===== config.mk =====
export PLATFORM = sky130hd
export DESIGN_NAME = pipelined_control_unit
export DESIGN_NICKNAME = d
export VERILOG_FILES = /design/src/rtl/ctrl_pkg.sv /design/src/rtl/ctrl_decoder.sv /design/src/rtl/pipelined_control_unit.sv
export SDC_FILE = /design/constraint.sdc
export NUM_CORES = 1
export LEC_CHECK = 0
export ABC_AREA = 1
export BUFFER_PORTS_ARGS = -buffer_cell sky130_fd_sc_hd__buf_2
export CORE_AREA = 2 2 45 78
export DETAILED_ROUTE_END_ITERATION = 10
export DIE_AREA = 0 0 47 80
export GPL_TIMING_DRIVEN = 0
export SLEW_MARGIN = 15
export SYNTH_ARGS = -nofsm -noshare
export SYNTH_HDL_FRONTEND = slang
export SYNTH_SLANG_ARGS = --single-unit

===== constraint.sdc =====
create_clock -name clk -period 1.2 [get_ports clk]
set_input_delay 0.12 -clock clk [delete_from_list [all_inputs] [get_ports clk]]
set_output_delay 0.12 -clock clk [all_outputs]
set_load 0.1 [all_outputs]

===== src/rtl/ctrl_pkg.sv =====
// ctrl_pkg: shared definitions for the pipelined control unit.
//   - Opcode constants for the supported RV32I subset (lw, sw, R, I-ALU, branch, jal)
//   - ALUControl encodings (4-bit superset; narrow builds use the low 3 bits)
//   - ResultSrc encodings
//   - ALUOp enum used between the main decoder and the ALU decoder
//   - ctrl_bundle_t, the control bundle carried down the pipeline, and BUBBLE
package ctrl_pkg;

  localparam logic [6:0] OP_LOAD   = 7'b0000011;
  localparam logic [6:0] OP_STORE  = 7'b0100011;
  localparam logic [6:0] OP_RTYPE  = 7'b0110011;
  localparam logic [6:0] OP_ITYPE  = 7'b0010011;
  localparam logic [6:0] OP_BRANCH = 7'b1100011;
  localparam logic [6:0] OP_JAL    = 7'b1101111;

  localparam logic [3:0] ALU_ADD = 4'b0000;
  localparam logic [3:0] ALU_SUB = 4'b0001;
  localparam logic [3:0] ALU_AND = 4'b0010;
  localparam logic [3:0] ALU_OR  = 4'b0011;
  localparam logic [3:0] ALU_XOR = 4'b0100;
  localparam logic [3:0] ALU_SLT = 4'b0101;
  localparam logic [3:0] ALU_SLL = 4'b0110;
  localparam logic [3:0] ALU_SRL = 4'b0111;
  localparam logic [3:0] ALU_SRA = 4'b1000;

  localparam logic [1:0] RES_ALU = 2'd0;
  localparam logic [1:0] RES_MEM = 2'd1;
  localparam logic [1:0] RES_PC4 = 2'd2;

  typedef enum logic [1:0] {
    ALUOP_ADD   = 2'b00,
    ALUOP_SUB   = 2'b01,
    ALUOP_FUNCT = 2'b10
  } alu_op_e;

  typedef struct packed {
    logic       regWrite;
    logic       memWrite;
    logic       aluSrc;
    logic       jump;
    logic       branch;
    logic [3:0] aluControl;
    logic [1:0] resultSrc;
  } ctrl_bundle_t;

  // An all-zero bundle performs no architectural side effect.
  localparam ctrl_bundle_t BUBBLE = '0;

endpackage


===== src/rtl/ctrl_decoder.sv =====
// ctrl_decoder: purely combinational Decode-stage control decode.
//   Main decode maps the opcode to the control bundle and ALUOp; the ALU
//   decode turns ALUOp/funct3/funct7 into ALUControl. Unknown opcodes, ALU
//   ops the configured ALU width cannot express and (with BRANCH_COND_EN)
//   branch funct3 010/011 raise illegal_o and yield a bubble.
// Parameters: ALUCTRL_W (3 = add/sub/and/or/slt, 4 = adds xor/sll/srl/sra)
// Macro:      BRANCH_COND_EN
// Ports:
//   op_i, funct3_i, funct7_i  instruction fields in Decode
//   immSrc_o                  immediate select (0 when illegal)
//   illegal_o                 instruction not supported by this build
//   ctrl_o                    control bundle (BUBBLE when illegal)
module ctrl_decoder
  import ctrl_pkg::*;
#(
  parameter int ALUCTRL_W = 3
) (
  input  logic [6:0]   op_i,
  input  logic [2:0]   funct3_i,
  input  logic [6:0]   funct7_i,
  output logic [1:0]   immSrc_o,
  output logic         illegal_o,
  output ctrl_bundle_t ctrl_o
);

  ctrl_bundle_t mainCtrl;
  logic [1:0]   immSrc;
  alu_op_e      aluOp;
  logic         opKnown;
  logic [3:0]   aluCode;
  logic         aluExt;
  logic         aluExtIllegal;
  logic         branchFunctBad;
  logic         unusedFunct7;

  // Only funct7[5] distinguishes sub/sra; the other bits are ignored.
  assign unusedFunct7 = ^{funct7_i[6], funct7_i[4:0]};

  // Main decode: opcode to enables, immediate type and ALUOp class.
  always_comb begin
    mainCtrl = BUBBLE;
    immSrc   = 2'b00;
    aluOp    = ALUOP_ADD;
    opKnown  = 1'b1;
    case (op_i)
      OP_LOAD: begin
        mainCtrl.regWrite  = 1'b1;
        mainCtrl.aluSrc    = 1'b1;
        mainCtrl.resultSrc = RES_MEM;
      end
      OP_STORE: begin
        immSrc            = 2'b01;
        mainCtrl.aluSrc   = 1'b1;
        mainCtrl.memWrite = 1'b1;
      end
      OP_RTYPE: begin
        mainCtrl.regWrite = 1'b1;
        aluOp             = ALUOP_FUNCT;
      end
      OP_ITYPE: begin
        mainCtrl.regWrite = 1'b1;
        mainCtrl.aluSrc   = 1'b1;
        aluOp             = ALUOP_FUNCT;
      end
      OP_BRANCH: begin
        immSrc          = 2'b10;
        mainCtrl.branch = 1'b1;
        aluOp           = ALUOP_SUB;
      end
      OP_JAL: begin
        immSrc             = 2'b11;
        mainCtrl.regWrite  = 1'b1;
        mainCtrl.resultSrc = RES_PC4;
        mainCtrl.jump      = 1'b1;
      end
      default: opKnown = 1'b0;
    endcase
  end

  // ALU decode. aluExt marks the ops that need the 4-bit ALU.
  // Sub is only for R-type (op[5]=1); I-type with funct7[5] set is still addi.
  always_comb begin
    aluCode = ALU_ADD;
    aluExt  = 1'b0;
    case (aluOp)
      ALUOP_SUB: aluCode = ALU_SUB;
      ALUOP_FUNCT: begin
        case (funct3_i)
          3'b000: aluCode = (op_i[5] && funct7_i[5]) ? ALU_SUB : ALU_ADD;
          3'b111: aluCode = ALU_AND;
          3'b110: aluCode = ALU_OR;
          3'b010: aluCode = ALU_SLT;
          3'b100: begin
            aluCode = ALU_XOR;
            aluExt  = 1'b1;
          end
          3'b001: begin
            aluCode = ALU_SLL;
            aluExt  = 1'b1;
          end
          3'b101: begin
            aluCode = funct7_i[5] ? ALU_SRA : ALU_SRL;
            aluExt  = 1'b1;
          end
          default: aluCode = ALU_ADD;
        endcase
      end
      default: aluCode = ALU_ADD;
    endcase
  end

  assign aluExtIllegal = (ALUCTRL_W < 4) && aluExt;

`ifdef BRANCH_COND_EN
  // funct3 010/011 are not branch conditions.
  assign branchFunctBad = (op_i == OP_BRANCH) && (funct3_i[2:1] == 2'b01);
`else
  assign branchFunctBad = 1'b0;
`endif

  assign illegal_o = !opKnown || aluExtIllegal || branchFunctBad;

  // Anything illegal leaves Decode as a bubble.
  always_comb begin
    ctrl_o   = BUBBLE;
    immSrc_o = 2'b00;
    if (!illegal_o) begin
      ctrl_o            = mainCtrl;
      ctrl_o.aluControl = aluCode;
      immSrc_o          = immSrc;
    end
  end

endmodule


===== src/rtl/pipelined_control_unit.sv =====
// pipelined_control_unit: control path of the 5-stage RISC-V core.
//   Decodes in D (ctrl_decoder), carries the control bundle through the E,
//   M and W pipeline registers and resolves PCSrcE in Execute.
//   E register priority: reset, FlushE (bubble), StallE (hold), load D.
//   M and W always advance. Reset is synchronous, active-low (rst).
// Parameters: ALUCTRL_W (3 or 4), RESULTSRC_W (ResultSrc width)
// Macro:      BRANCH_COND_EN - full beq/bne/blt/bge/bltu/bgeu conditions;
//             undefined, every branch resolves as beq on ZeroE.
// Ports:
//   clk, rst                          clock, sync active-low reset
//   OpD, funct3D, funct7D             Decode instruction fields
//   StallE, FlushE                    E register hold / bubble
//   ZeroE, LtE, LtuE                  ALU flags in Execute
//   ImmSrcD, IllegalD                 combinational Decode outputs
//   *E, *M, *W                        registered stage controls
//   PCSrcE                            taken branch/jump (combinational)
module pipelined_control_unit
  import ctrl_pkg::*;
#(
  parameter int ALUCTRL_W   = 3,
  parameter int RESULTSRC_W = 2
) (
  input  logic                   clk,
  input  logic                   rst,
  input  logic [6:0]             OpD,
  input  logic [2:0]             funct3D,
  input  logic [6:0]             funct7D,
  input  logic                   StallE,
  input  logic                   FlushE,
  input  logic                   ZeroE,
  input  logic                   LtE,
  input  logic                   LtuE,
  output logic [1:0]             ImmSrcD,
  output logic                   IllegalD,
  output logic                   RegWriteE,
  output logic                   MemWriteE,
  output logic                   ALUSrcE,
  output logic                   JumpE,
  output logic                   BranchE,
  output logic [ALUCTRL_W-1:0]   ALUControlE,
  output logic [RESULTSRC_W-1:0] ResultSrcE,
  output logic                   PCSrcE,
  output logic                   RegWriteM,
  output logic                   MemWriteM,
  output logic [RESULTSRC_W-1:0] ResultSrcM,
  output logic                   RegWriteW,
  output logic [RESULTSRC_W-1:0] ResultSrcW
);

  ctrl_bundle_t ctrlD;
  ctrl_bundle_t ctrlE_d;
  ctrl_bundle_t ctrlE_q;
  logic         regWriteM_q;
  logic         memWriteM_q;
  logic [1:0]   resultSrcM_q;
  logic         regWriteW_q;
  logic [1:0]   resultSrcW_q;
  logic         branchCond;

  ctrl_decoder #(
    .ALUCTRL_W(ALUCTRL_W)
  ) u_decoder (
    .op_i      (OpD),
    .funct3_i  (funct3D),
    .funct7_i  (funct7D),
    .immSrc_o  (ImmSrcD),
    .illegal_o (IllegalD),
    .ctrl_o    (ctrlD)
  );

  // Flush wins over stall so a flushed-and-stalled slot becomes a bubble.
  always_comb begin
    ctrlE_d = ctrlD;
    if (FlushE) begin
      ctrlE_d = BUBBLE;
    end else if (StallE) begin
      ctrlE_d = ctrlE_q;
    end
  end

  // Execute pipeline register.
  always_ff @(posedge clk) begin
    if (!rst) begin
      ctrlE_q <= BUBBLE;
    end else begin
      ctrlE_q <= ctrlE_d;
    end
  end

  // Memory and Writeback registers keep only what those stages consume.
  always_ff @(posedge clk) begin
    if (!rst) begin
      regWriteM_q  <= 1'b0;
      memWriteM_q  <= 1'b0;
      resultSrcM_q <= RES_ALU;
      regWriteW_q  <= 1'b0;
      resultSrcW_q <= RES_ALU;
    end else begin
      regWriteM_q  <= ctrlE_q.regWrite;
      memWriteM_q  <= ctrlE_q.memWrite;
      resultSrcM_q <= ctrlE_q.resultSrc;
      regWriteW_q  <= regWriteM_q;
      resultSrcW_q <= resultSrcM_q;
    end
  end

`ifdef BRANCH_COND_EN
  logic [2:0] funct3E_d;
  logic [2:0] funct3E_q;

  // funct3 follows the same flush/stall rules as the bundle.
  always_comb begin
    funct3E_d = funct3D;
    if (FlushE) begin
      funct3E_d = 3'b000;
    end else if (StallE) begin
      funct3E_d = funct3E_q;
    end
  end

  always_ff @(posedge clk) begin
    if (!rst) begin
      funct3E_q <= 3'b000;
    end else begin
      funct3E_q <= funct3E_d;
    end
  end

  // funct3[0] inverts the base condition; 010/011 never take.
  always_comb begin
    branchCond = 1'b0;
    case (funct3E_q)
      3'b000:  branchCond = ZeroE;
      3'b001:  branchCond = !ZeroE;
      3'b100:  branchCond = LtE;
      3'b101:  branchCond = !LtE;
      3'b110:  branchCond = LtuE;
      3'b111:  branchCond = !LtuE;
      default: branchCond = 1'b0;
    endcase
  end
`else
  logic unusedBranchFlags;

  assign unusedBranchFlags = LtE ^ LtuE;
  assign branchCond        = ZeroE;
`endif

  assign PCSrcE = ctrlE_q.jump | (ctrlE_q.branch & branchCond);

  assign RegWriteE   = ctrlE_q.regWrite;
  assign MemWriteE   = ctrlE_q.memWrite;
  assign ALUSrcE     = ctrlE_q.aluSrc;
  assign JumpE       = ctrlE_q.jump;
  assign BranchE     = ctrlE_q.branch;
  assign ALUControlE = ALUCTRL_W'(ctrlE_q.aluControl);
  assign ResultSrcE  = RESULTSRC_W'(ctrlE_q.resultSrc);
  assign RegWriteM   = regWriteM_q;
  assign MemWriteM   = memWriteM_q;
  assign ResultSrcM  = RESULTSRC_W'(resultSrcM_q);
  assign RegWriteW   = regWriteW_q;
  assign ResultSrcW  = RESULTSRC_W'(resultSrcW_q);

endmodule

---- Yosys cells after proc, flatten, opt, wreduce, memory -nomap -nowiden ----
Index checks and enable logic that the tools add are counted.
word-level totals
  flip-flop bits (word level) ............. 17
  logic and storage cells ................. 56
  output and inout port bits .............. 21
operators by class
  equal/unequal tests ..................... 14
  muxes and demuxes ....................... 17
  bitwise operators ....................... 3
  reduce and logical (&&, ||, !) cells .... 10
operator list
  kind                                           number
  case mux 4 bit (7 select lines)                1
  == test 7 x 6 -> 1 bit, second input constant  2
  == test 7 bit, second input constant           2
  == test 3 bit, second input constant           4
  2-to-1 mux 11 bit                              1
  2-to-1 mux 1 bit                               9
  case mux 2 bit (2 select lines)                2
  case mux 4 bit (2 select lines)                1
  == test 7 x 2 -> 1 bit, second input constant  1
  == test 7 x 5 -> 1 bit, second input constant  1
  case mux 2 bit (3 select lines)                1
  OR reduction 3 bit                             2
  OR reduction 6 bit                             1
  2-to-1 mux 4 bit                               1
  OR reduction 2 bit                             2
  OR reduction 4 bit                             1
  == test 3 x 1 -> 1 bit, second input constant  1
  == test 3 x 2 -> 1 bit, second input constant  1
  logical NOT 3 bit                              1
  == test 2 x 1 -> 1 bit, second input constant  1
  == test 2 bit, second input constant           1
  2-to-1 mux 2 bit                               1
  AND 1 bit                                      1
  logical AND 1 bit                              1
  4 further kinds                                4

---- Depth between registers and ports, before layout ----
Gate-level depths: netlist of run 1.
  word-level depth ........................ 7
  depth in mapped cells ................... 11
  depth with buffers taken out ............ 11

---- Hierarchy ----
A second synthesis of run 1 with hierarchy kept.
second synthesis, totals
  cells, all modules ...................... 137
  area total of the unflattened synthesis .. 1033.5 um^2
by module, submodules not included
  module                  sequential area each (um^2)  cells an instance  times used  area an instance (um^2)
  pipelined_control_unit  340.3                        67                 1           600.6
  ctrl_decoder            0.0                          70                 1           432.9

---- Worst setup path after synthesis of run 1 ----
OpenSTA, ideal clock, no wires.
  kind .................................... in2out
  start ................................... input OpD[1]
  end ..................................... output ImmSrcD[1]
  buffers on the path ..................... 0
  stages .................................. 9
  data required time ...................... 1080 ps
  slack ................................... -1842 ps
  data arrival time ....................... 2922 ps
  cell sequence ........................... nand2_1 nor2_2 inv_1 nor2_2 inv_1 ha_1 nand2_2 nand2_2 a21oi_1
between the ends
  word-level cells in the longest chain between the ends .. 7
  elaborated cells between the ends (all ways) .. 16
  classes of those cells .................. eq/ne: 7; mux: 5; reduce/logical: 4
ends and longest elaborated chain
  what                                                                     RTL line                      RTL
  from (decl)                                                              pipelined_control_unit.sv:25  input logic [6:0] OpD,
  == test 7 x 6 -> 1 bit / == test 7 x 5 -> 1 bit (equally long branches)  ctrl_decoder.sv:45            case (op_i)
  OR reduction 2 bit (no source line)                                      n/a
  case mux 2 bit (2 select lines)                                          ctrl_decoder.sv:45
  == test 2 bit                                                            ctrl_decoder.sv:85            case (aluOp)
  2-to-1 mux 1 bit                                                         ctrl_decoder.sv:85
  logical OR 1 bit (*)                                                     ctrl_decoder.sv:121           assign illegal_o = !opKnown || aluExtIllegal || branchFunctBad;
  named net IllegalD                                                       pipelined_control_unit.sv:34  output logic IllegalD,
  2-to-1 mux 2 bit (*)                                                     ctrl_decoder.sv:127           if (!illegal_o) begin
  to (decl)                                                                pipelined_control_unit.sv:33  output logic [1:0] ImmSrcD,
Mark *: on every way through the listed nets, which the timed path passes. The rest lies on a longest branch.

---- Worst setup path in the final report of run 1 ----
  start ................................... input OpD[2]
  end ..................................... output ImmSrcD[1]
between the ends
  word-level cells in the longest chain between the ends .. 7
  elaborated cells between the ends (all ways) .. 16
  classes of those cells .................. eq/ne: 7; mux: 5; reduce/logical: 4
ends and longest elaborated chain
  what                                                                     RTL line
  == test 7 x 6 -> 1 bit / == test 7 x 5 -> 1 bit (equally long branches)  ctrl_decoder.sv:45
  OR reduction 2 bit (no source line)                                      n/a
  case mux 2 bit (2 select lines)                                          ctrl_decoder.sv:45
  == test 2 bit                                                            ctrl_decoder.sv:85
  2-to-1 mux 1 bit                                                         ctrl_decoder.sv:85
  logical OR 1 bit                                                         ctrl_decoder.sv:121
  2-to-1 mux 2 bit (*)                                                     ctrl_decoder.sv:127
Mark *: on every way between the ends. The rest lies on a longest branch, timed or not.

==> results.ini, run 1 <==
[sta]
fin_crit_ns = 1.39
fin_hold_ws_ns = 0.149
final-max-slew-violation-count = 0
setup_viol = 3
final.period_utilization_pct = 116
worst_slew_pin_slew_ns = 0.490
rsz0062_at_grt = yes
setup_slack_ns = -0.190
hold_viol = 0
tns_ns = -0.531
fin_skew_ns = 0.000303
fmax_mhz = 720
slew_headroom_pct = 67.6

[logic_synthesis]
ys_ff_latch = 17
synth_area_per_cell_um2 = 6.85
ys_seq_area_share_pct = 38.2
yosysTopAreaCellShare_pct = 38.2
yosys.area.top_type = dfxtp_1
syn-cell-area_um2 = 891
synth_nets = 156
synth_edf_count = 0
synth_ff_type = dfxtp_1
synth_warnings = 0
ys_top_cells_by_area = dfxtp_1, nand2_1, inv_1, a21oi_1, nand3_1
postSynth.asyncResetShare_pct = 0
synth_common_cells = nand2_1, inv_1, dfxtp_1
yosys.cell_count.top_type = nand2_1
postSynthCellCount = 130
yosys.cell_types.count = 22

[floorplan]
ios = 45
die_x_um = 47
die_area_um2 = 3760
core_area_um2 = 3110
initial_core_util_pct = 28.7
rows = 27
fp.dieH_um = 80

[cells_and_area]
n_antenna_cell = 0
nets = 208
drive_gt1_share_pct = 50.8
finish.utilization_pct = 47.7
areaGrowthSynthToFinish_pct = 66.3

[power_and_ir_drop]
p_clk_share_pct = 34.1
switchingPower_uw = 350
power_leakage_uw = 0.000738
swShare_pct = 28.4
irDropWorstVdd_mv = 0.320
pwr-share-comb_pct = 19.5
p_int_uw = 885
seqPwrFrac_pct = 46.4
power.density_nw_per_um2 = 834

[setup_path]
crit_arrival_ns = 1.27
worstSetupPathType = in2out
crit_path_start_kind = primary input
slowest_delay_ns = 0.19
slowest_stage = buf_12
path_max_fanout = 3
worstPathRequired_ns = 1.08
end_kind = output port
crit_path_cell_trace = buf_12, inv_12, nand2_4, nor2_4, inv_2, nor2_4, inv_2, ha_4, nand2_8, nand2_8, a21oi_4, buf_12

[routing]
vias_per_cell = 4.50
routed-via-count = 1008
drc = 0
ant_nets = 0
drt-wirelength-per-cell_um = 10.7
drt-total-wl_um = 2390
drtPass1Iterations = 4
drtIter0Drc = 10

[clock_network]
cts_made_buffers = 3
clockRootBuffer = clkbuf_8
cts_tree = yes
path_clk_slew_ns = 0.07
cts_num_sinks = 17
insertion_delay_ns = 0.25
postCtsHoldBufs = 0
h-tree-depth = 1
clock_path_buffers = 2

[outcome]
status = finished, violations left
violations = negative setup slack

[global_routing]
globalRoute.totalOverflow = 0
grt_first_pass_wirelength_um = 3970
grt_max_degree = 11
grt_usage_pct = 14.4
antenna_found_initial = 0
first_global_vias = 985

[placement]
portBuffers = 34
place_congestion = 0.728
dp_hpwl_um = 1780

[min_path]
min_path_type = in2reg

[flow_run]
cap_violations = 0

## worst max-delay path, delay by kind of cell
| kind | cells | cell delay, ns |
|---|---|---|
| buffers and inverters | 5 | 0.47 |
| AND/OR/NAND/NOR | 5 | 0.36 |
| adder cells (fa/ha/maj) | 1 | 0.17 |
| AO/OA/AOI/OAI | 1 | 0.13 |
## state kept, by name (all words and copies together) (netlist names), 2 cells and up
name	cells
ALUControlE	3
ResultSrcM	2
ResultSrcW	2
ResultSrcE	2
## worst paths after layout
| check | from | to | slack, ns | cells past startpoint |
|---|---|---|---|---|
| setup / recovery | OpD[2] | ImmSrcD[1] | -0.19 | 12 |
| hold / removal | rst | ResultSrcW[0] | 0.15 | 3 |
| setup reg to reg | MemWriteE | MemWriteE | 0.56 | 2 |
| hold reg to reg | ResultSrcM[1] | ResultSrcW[1] | 0.43 | 2 |
## routing by layer
metal / track usage, % / up-vias / routed length [um]
li1: - / 514 / -
met3: 2.71 / 6 / 162
met1: 13.8 / 452 / 817
met4: 7.78 / 0 / 70
met2: 26.4 / 36 / 1340
met5: 0 / - / 0
## cells in the final DEF (no fill, tap or decap), drive strengths merged
master  count
clkbuf      3
clkinv      1
a21o        1
nand3      10
nor3        2
a211oi      1
nand4       6
buf        50
nand2      31
nor2       15
inv        25
a21boi      1
o21ai       4
ha          2
dfxtp      17
a21oi      12
## logic make-up after synthesis
group                    share of synthesized area, %
AND/OR/NAND/NOR                                  35.0
buffers and inverters                            12.5
AO/OA/AOI/OAI                                    11.5
flip-flops                                       38.2
adder cells (fa/ha/maj)                          2.81
## power groups by stage
stage | Sequential, uW | Combinational, uW | Clock, uW
global route | 574 | 258 | 457
CTS | 573 | 229 | 435
floorplan | 627 | 101 | 0
global placement | 586 | 195 | 0
detailed placement | 586 | 201 | 0
finish | 573 | 240 | 421
## stage by stage
| stage | total power (uW) | cells | setup slack (ns) | instance area, um^2 |
|---|---|---|---|---|
| 2_1_floorplan | 728 | 130 | -0.477 | 1010 |
| 3_3_place_gp | 782 | 207 | -0.589 | 1240 |
| 3_5_place_dp | 788 | 207 | -0.594 | 1240 |
| 4_1_cts | 1240 | 223 | -0.186 | 1460 |
| 5_1_grt | 1290 | 224 | -0.238 | 1480 |
| 6_report | 1240 | 224 | -0.190 | 1480 |
## cell type report
type	instances	area, um^2
fillers	334	1630
multi-input cells	85	546
flip-flops and latches	17	353
repair buffers	47	352
inverters	25	114
well taps	43	53.8
clock buffers	3	41.3
plain buffers	3	17.5
clock inverters	1	5.00
## repair_timing
action,CTS,global route
gates cloned,0,0
setup endpoints to repair,6,6
gates resized for setup,25,6
endpoints found under the hold margin,0,0
setup buffers,13,2
pin swaps,8,1
(Power assumes the default switching activity.)
==> run 2: changes to the inputs <==
==> constraint.sdc (replaced) <==
create_clock -name clk -period 1.2 [get_ports clk]
set_input_delay 0.18 -clock clk [delete_from_list [all_inputs] [get_ports clk]]
set_output_delay 0.18 -clock clk [all_outputs]
set_load 0.1 [all_outputs]
==> results.ini, run 2 (synthesis gave the netlist of run 1 again) <==
[outcome]
status = finished, violations left
violations = negative setup slack

[sta]
final.period_utilization_pct = 128
fin_crit_ns = 1.53
hold_viol = 0
setup_slack_ns = -0.335
setup_viol = 5
fin_skew_ns = 0.000963
worst_slew_pin_slew_ns = 0.486
final-max-slew-violation-count = 0
slew_headroom_pct = 67.8
fmax_mhz = 652
fin_hold_ws_ns = 0.209
tns_ns = -0.945
rsz0062_at_grt = yes

[setup_path]
r2r-end = MemWriteE
critPathTopFamily = buffers and inverters
slowest_stage = buf_12
end_kind = output port
r2r_start = MemWriteE
worstPathRequired_ns = 1.02
cp.buffers_inverters = 5
slowest_delay_ns = 0.19
crit_arrival_ns = 1.35
crit_path_start_kind = primary input
path_max_fanout = 3
worst-r2r-setup-slack_ns = 0.55
crit_cells = 12
crit_path_cell_trace = buf_12, inv_12, nand2_4, nor2_4, inv_2, nor2_4, inv_2, ha_4, nand2_8, nand2_8, a21oi_4, buf_12
r2r_cells = 2
worstSetupPathType = in2out

[cells_and_area]
fillers = 317
final_common_cell = nand2_1
n_antenna_cell = 0
drive_gt1_share_pct = 52.5
fin_cells = 224
largest_register_ffs = 3
layout_common_cells = nand2_1, buf_4, buf_2
register_area_um2 = 355
finish.utilization_pct = 49.0
areaGrowthSynthToFinish_pct = 71.1
nets = 208
multi_input_area_um2 = 554

[min_path]
hold_end = RegWriteW
min_path_type = in2reg
hold_depth = 3
hp-start = rst

[clock_network]
h-tree-depth = 1
insertion_delay_ns = 0.25
clock_path_buffers = 2
cts_tree = yes
path_clk_slew_ns = 0.06
cts_num_sinks = 17
clockRootBuffer = clkbuf_8
postCtsHoldBufs = 0
cts_made_buffers = 3

[global_routing]
grt_max_degree = 11
grt_usage_pct = 13.1
antenna_found_initial = 0
first_global_vias = 958
grt_first_pass_wirelength_um = 3680
globalRoute.totalOverflow = 0

[routing]
drc = 0
drtIter0Drc = 15
ant_nets = 0
vias_per_cell = 4.44
dr_wl_met2_um = 1310
met3WireLength_um = 119
drt-total-wl_um = 2310
routed-via-count = 994
drt-met1-wl_um = 793
drtPass1Iterations = 4
drt-wirelength-per-cell_um = 10.3
top_layer = met4

[floorplan]
core_area_um2 = 3110
ios = 45
die_x_um = 47
fp.dieH_um = 80
rows = 27
die_area_um2 = 3760
initial_core_util_pct = 28.7

[placement]
dp_hpwl_um = 1750
place_congestion = 0.746
place_inst = 207
portBuffers = 34
place_ws_ns = -0.716

[power_and_ir_drop]
p_int_uw = 884
irDropWorstVdd_mv = 0.523
swShare_pct = 28.3
switchingPower_uw = 348
power.density_nw_per_um2 = 809
seqPwrFrac_pct = 46.4
power_leakage_uw = 0.000732
p_clk_share_pct = 34.1
pwr-share-comb_pct = 19.5

[flow_run]
cap_violations = 0

-- run 2: cell count changes in the layout (fill, tap and decap cells not counted), sizes merged --
cell,before,now
buf,50,42
clkbuf,3,11
clkinv,1,2
inv,25,24
-- run 2: metrics by stage --
stage          instance area, um^2  total power, uW
5_1_grt                       1520             1280
4_1_cts                       1450             1230
3_3_place_gp                  1240              781
3_5_place_dp                  1240              787
2_1_floorplan                 1020              727
6_report                      1520             1230
-- run 2: final cells by class --
| class | instances | area share, % |
|---|---|---|
| buffer | 3 | 1.15 |
| clock buffer | 3 | 2.71 |
| clock inverter | 1 | 0.328 |
| inverter | 25 | 7.47 |
| multi-input combinational | 85 | 36.4 |
| sequential | 17 | 23.3 |
| tap | 43 | 3.53 |
| timing repair buffer | 47 | 25.1 |
-- run 2: worst register-to-register path: cells and delay by family (launching register included) --
family	cells	cell delay, ns
compound gates	2	0.22
flops	1	0.32
-- run 2: worst max-delay path by stage --
stage          startpoint          to  slack, ns
2_1_floorplan      OpD[2]  ImmSrcD[1]      -0.60
3_3_place_gp       OpD[2]  ImmSrcD[1]      -0.70
3_5_place_dp       OpD[2]  ImmSrcD[1]      -0.72
4_1_cts            OpD[4]  ImmSrcD[1]      -0.32
5_1_grt            OpD[2]  ImmSrcD[1]      -0.40
6_report           OpD[2]  ImmSrcD[1]      -0.33
-- run 2: power groups by stage --
stage	clock network, uW	logic, uW	registers (uW)
detailed placement	0	202	585
floorplan	0	102	625
CTS	436	227	572
global route	452	259	572
finish	420	240	572
global placement	0	197	584
-- run 2: repair_timing --
item                                    CTS  global route
pin swaps                                 6             7
setup buffers                             8             5
endpoints found under the setup margin   13            20
resized for setup                        32            14
-- run 2: layer usage --
metal / vias to the layer above / track usage, %
met1: 437 / 11.7
met5: - / 0
met2: 33 / 24.7
met3: 8 / 1.13
li1: 516 / -
met4: 0 / 8.89
==> run 3: changes to the inputs <==
--- a/config.mk
+++ b/config.mk
@@ -7,10 +7,11 @@
 export LEC_CHECK = 0
 export ABC_AREA = 1
 export BUFFER_PORTS_ARGS = -buffer_cell sky130_fd_sc_hd__buf_2
-export CORE_AREA = 2 2 45 78
+export CORE_AREA = 2 2 74 48
 export DETAILED_ROUTE_END_ITERATION = 10
-export DIE_AREA = 0 0 47 80
+export DIE_AREA = 0 0 76 50
 export GPL_TIMING_DRIVEN = 0
+export SKIP_CTS_REPAIR_TIMING = 1
 export SLEW_MARGIN = 15
 export SYNTH_ARGS = -nofsm -noshare
 export SYNTH_HDL_FRONTEND = slang
==> results.ini, run 3 (synthesis gave the netlist of run 1 again) <==
[global_routing]
grt_usage_pct = 11.2
grt_max_degree = 11
use_met1_pct = 14.6
met2_usage_pct = 17.7
antenna_found_initial = 0
first_global_vias = 798
globalRoute.totalOverflow = 0
grt_first_pass_wirelength_um = 3440
use_met3_pct = 4.03
top_usage_layer = met2

[cells_and_area]
largest_register_ffs = 3
fillers = 311
n_antenna_cell = 0
final_common_cell = nand2_1
fin_cells = 218
nets = 200
multi_input_area_um2 = 549
areaGrowthSynthToFinish_pct = 61.5
layout_common_cells = nand2_1, buf_2, inv_1
drive_gt1_share_pct = 47.4
register_area_um2 = 355

[outcome]
violations = negative setup slack
status = finished, violations left

[min_path]
hp-start = rst
hold_end = RegWriteW
min_path_type = in2reg
hold_depth = 3

[clock_network]
path_clk_slew_ns = 0.06
h-tree-depth = 1
cts_num_sinks = 17
cts_tree = yes
clockRootBuffer = clkbuf_8
clock_path_buffers = 2
cts_made_buffers = 3
insertion_delay_ns = 0.25

[setup_path]
crit_arrival_ns = 1.38
r2r_cells = 2
worstPathRequired_ns = 1.02
r2r-end = BranchE
crit_path_start_kind = primary input
end_kind = output port
path_max_fanout = 4
worstSetupPathType = in2out
worst-r2r-setup-slack_ns = 0.54
r2r_start = BranchE

[floorplan]
ios = 45
rows = 16
core_area_um2 = 3100
die_x_um = 76
initial_core_util_pct = 28.7
fp.dieH_um = 50
die_area_um2 = 3800

[flow_run]
cap_violations = 0

[sta]
fmax_mhz = 642
setup_viol = 11
final.period_utilization_pct = 130
rsz0062_at_grt = yes
fin_crit_ns = 1.56
setup_slack_ns = -0.358
hold_viol = 0
final-max-slew-violation-count = 0
fin_hold_ws_ns = 0.215
fin_skew_ns = 0.00127
slew_headroom_pct = 67.7
worst_slew_pin_slew_ns = 0.487

[routing]
drc = 0
vias_per_cell = 4.39
drt-total-wl_um = 2220
ant_nets = 0
drtIter0Drc = 25
drt-wirelength-per-cell_um = 10.2
drtPass1Iterations = 4
routed-via-count = 958

[placement]
dp_hpwl_um = 1750
place_inst = 209
portBuffers = 34
place_ws_ns = -0.720
place_congestion = 0.756

[power_and_ir_drop]
irDropWorstVdd_mv = 0.491
power_leakage_uw = 0.000694
power.density_nw_per_um2 = 839

-- run 3: layout make-up --
cell class | count | share of cell area, %
multi-input cells | 85 | 38.2
flip-flops and latches | 17 | 24.7
repair buffers | 39 | 21.0
inverters | 25 | 7.91
well taps | 45 | 3.91
clock buffers | 4 | 3.13
plain buffers | 3 | 1.22
-- run 3: critical path: stages --
cell and delay, ns:
buf_8 0.11, inv_12 0.04, nand2_4 0.04, nor2_4 0.10
inv_2 0.07, nor2_4 0.12, inv_2 0.07, ha_4 0.18
nand2_8 0.07, nand2_8 0.06, a21oi_4 0.14, buf_12 0.19
-- run 3: stage by stage --
step / util (%) / TNS, ns / instance area, um^2 / total power, uW
CTS: 41.6 / -2.29 / 1290 / 1200
global placement: 40.2 / -4.35 / 1250 / 781
global route: 46.4 / -1.93 / 1440 / 1270
finish: 46.4 / -1.13 / 1440 / 1210
detailed placement: 40.2 / -4.68 / 1250 / 786
floorplan: - / -1.13 / 1020 / 727
-- run 3: power by group --
part / internal (uW) / leakage (uW) / switching, uW
combinational: 74.2 / 0.000528 / 152
sequential: 569 / 0.000143 / 3.30
clock: 235 / 0.0000228 / 174
total: 878 / 0.000694 / 329
-- run 3: worst max-delay path by stage --
| stage | from | endpoint | slack [ns] |
|---|---|---|---|
| after floorplan | OpD[2] | ImmSrcD[1] | -0.60 |
| after CTS | OpD[2] | ImmSrcD[1] | -0.72 |
| final | OpD[2] | ImmSrcD[1] | -0.36 |
| after global placement | OpD[2] | ImmSrcD[1] | -0.70 |
| after detailed placement | OpD[2] | ImmSrcD[1] | -0.72 |
| after global routing | OpD[4] | ImmSrcD[1] | -0.42 |
-- run 3: routing by layer --
layer	share of wire, %	vias up
met5	0	-
met4	0.59	0
met3	5.3	2
met2	45	21
met1	49	437
li1	-	498
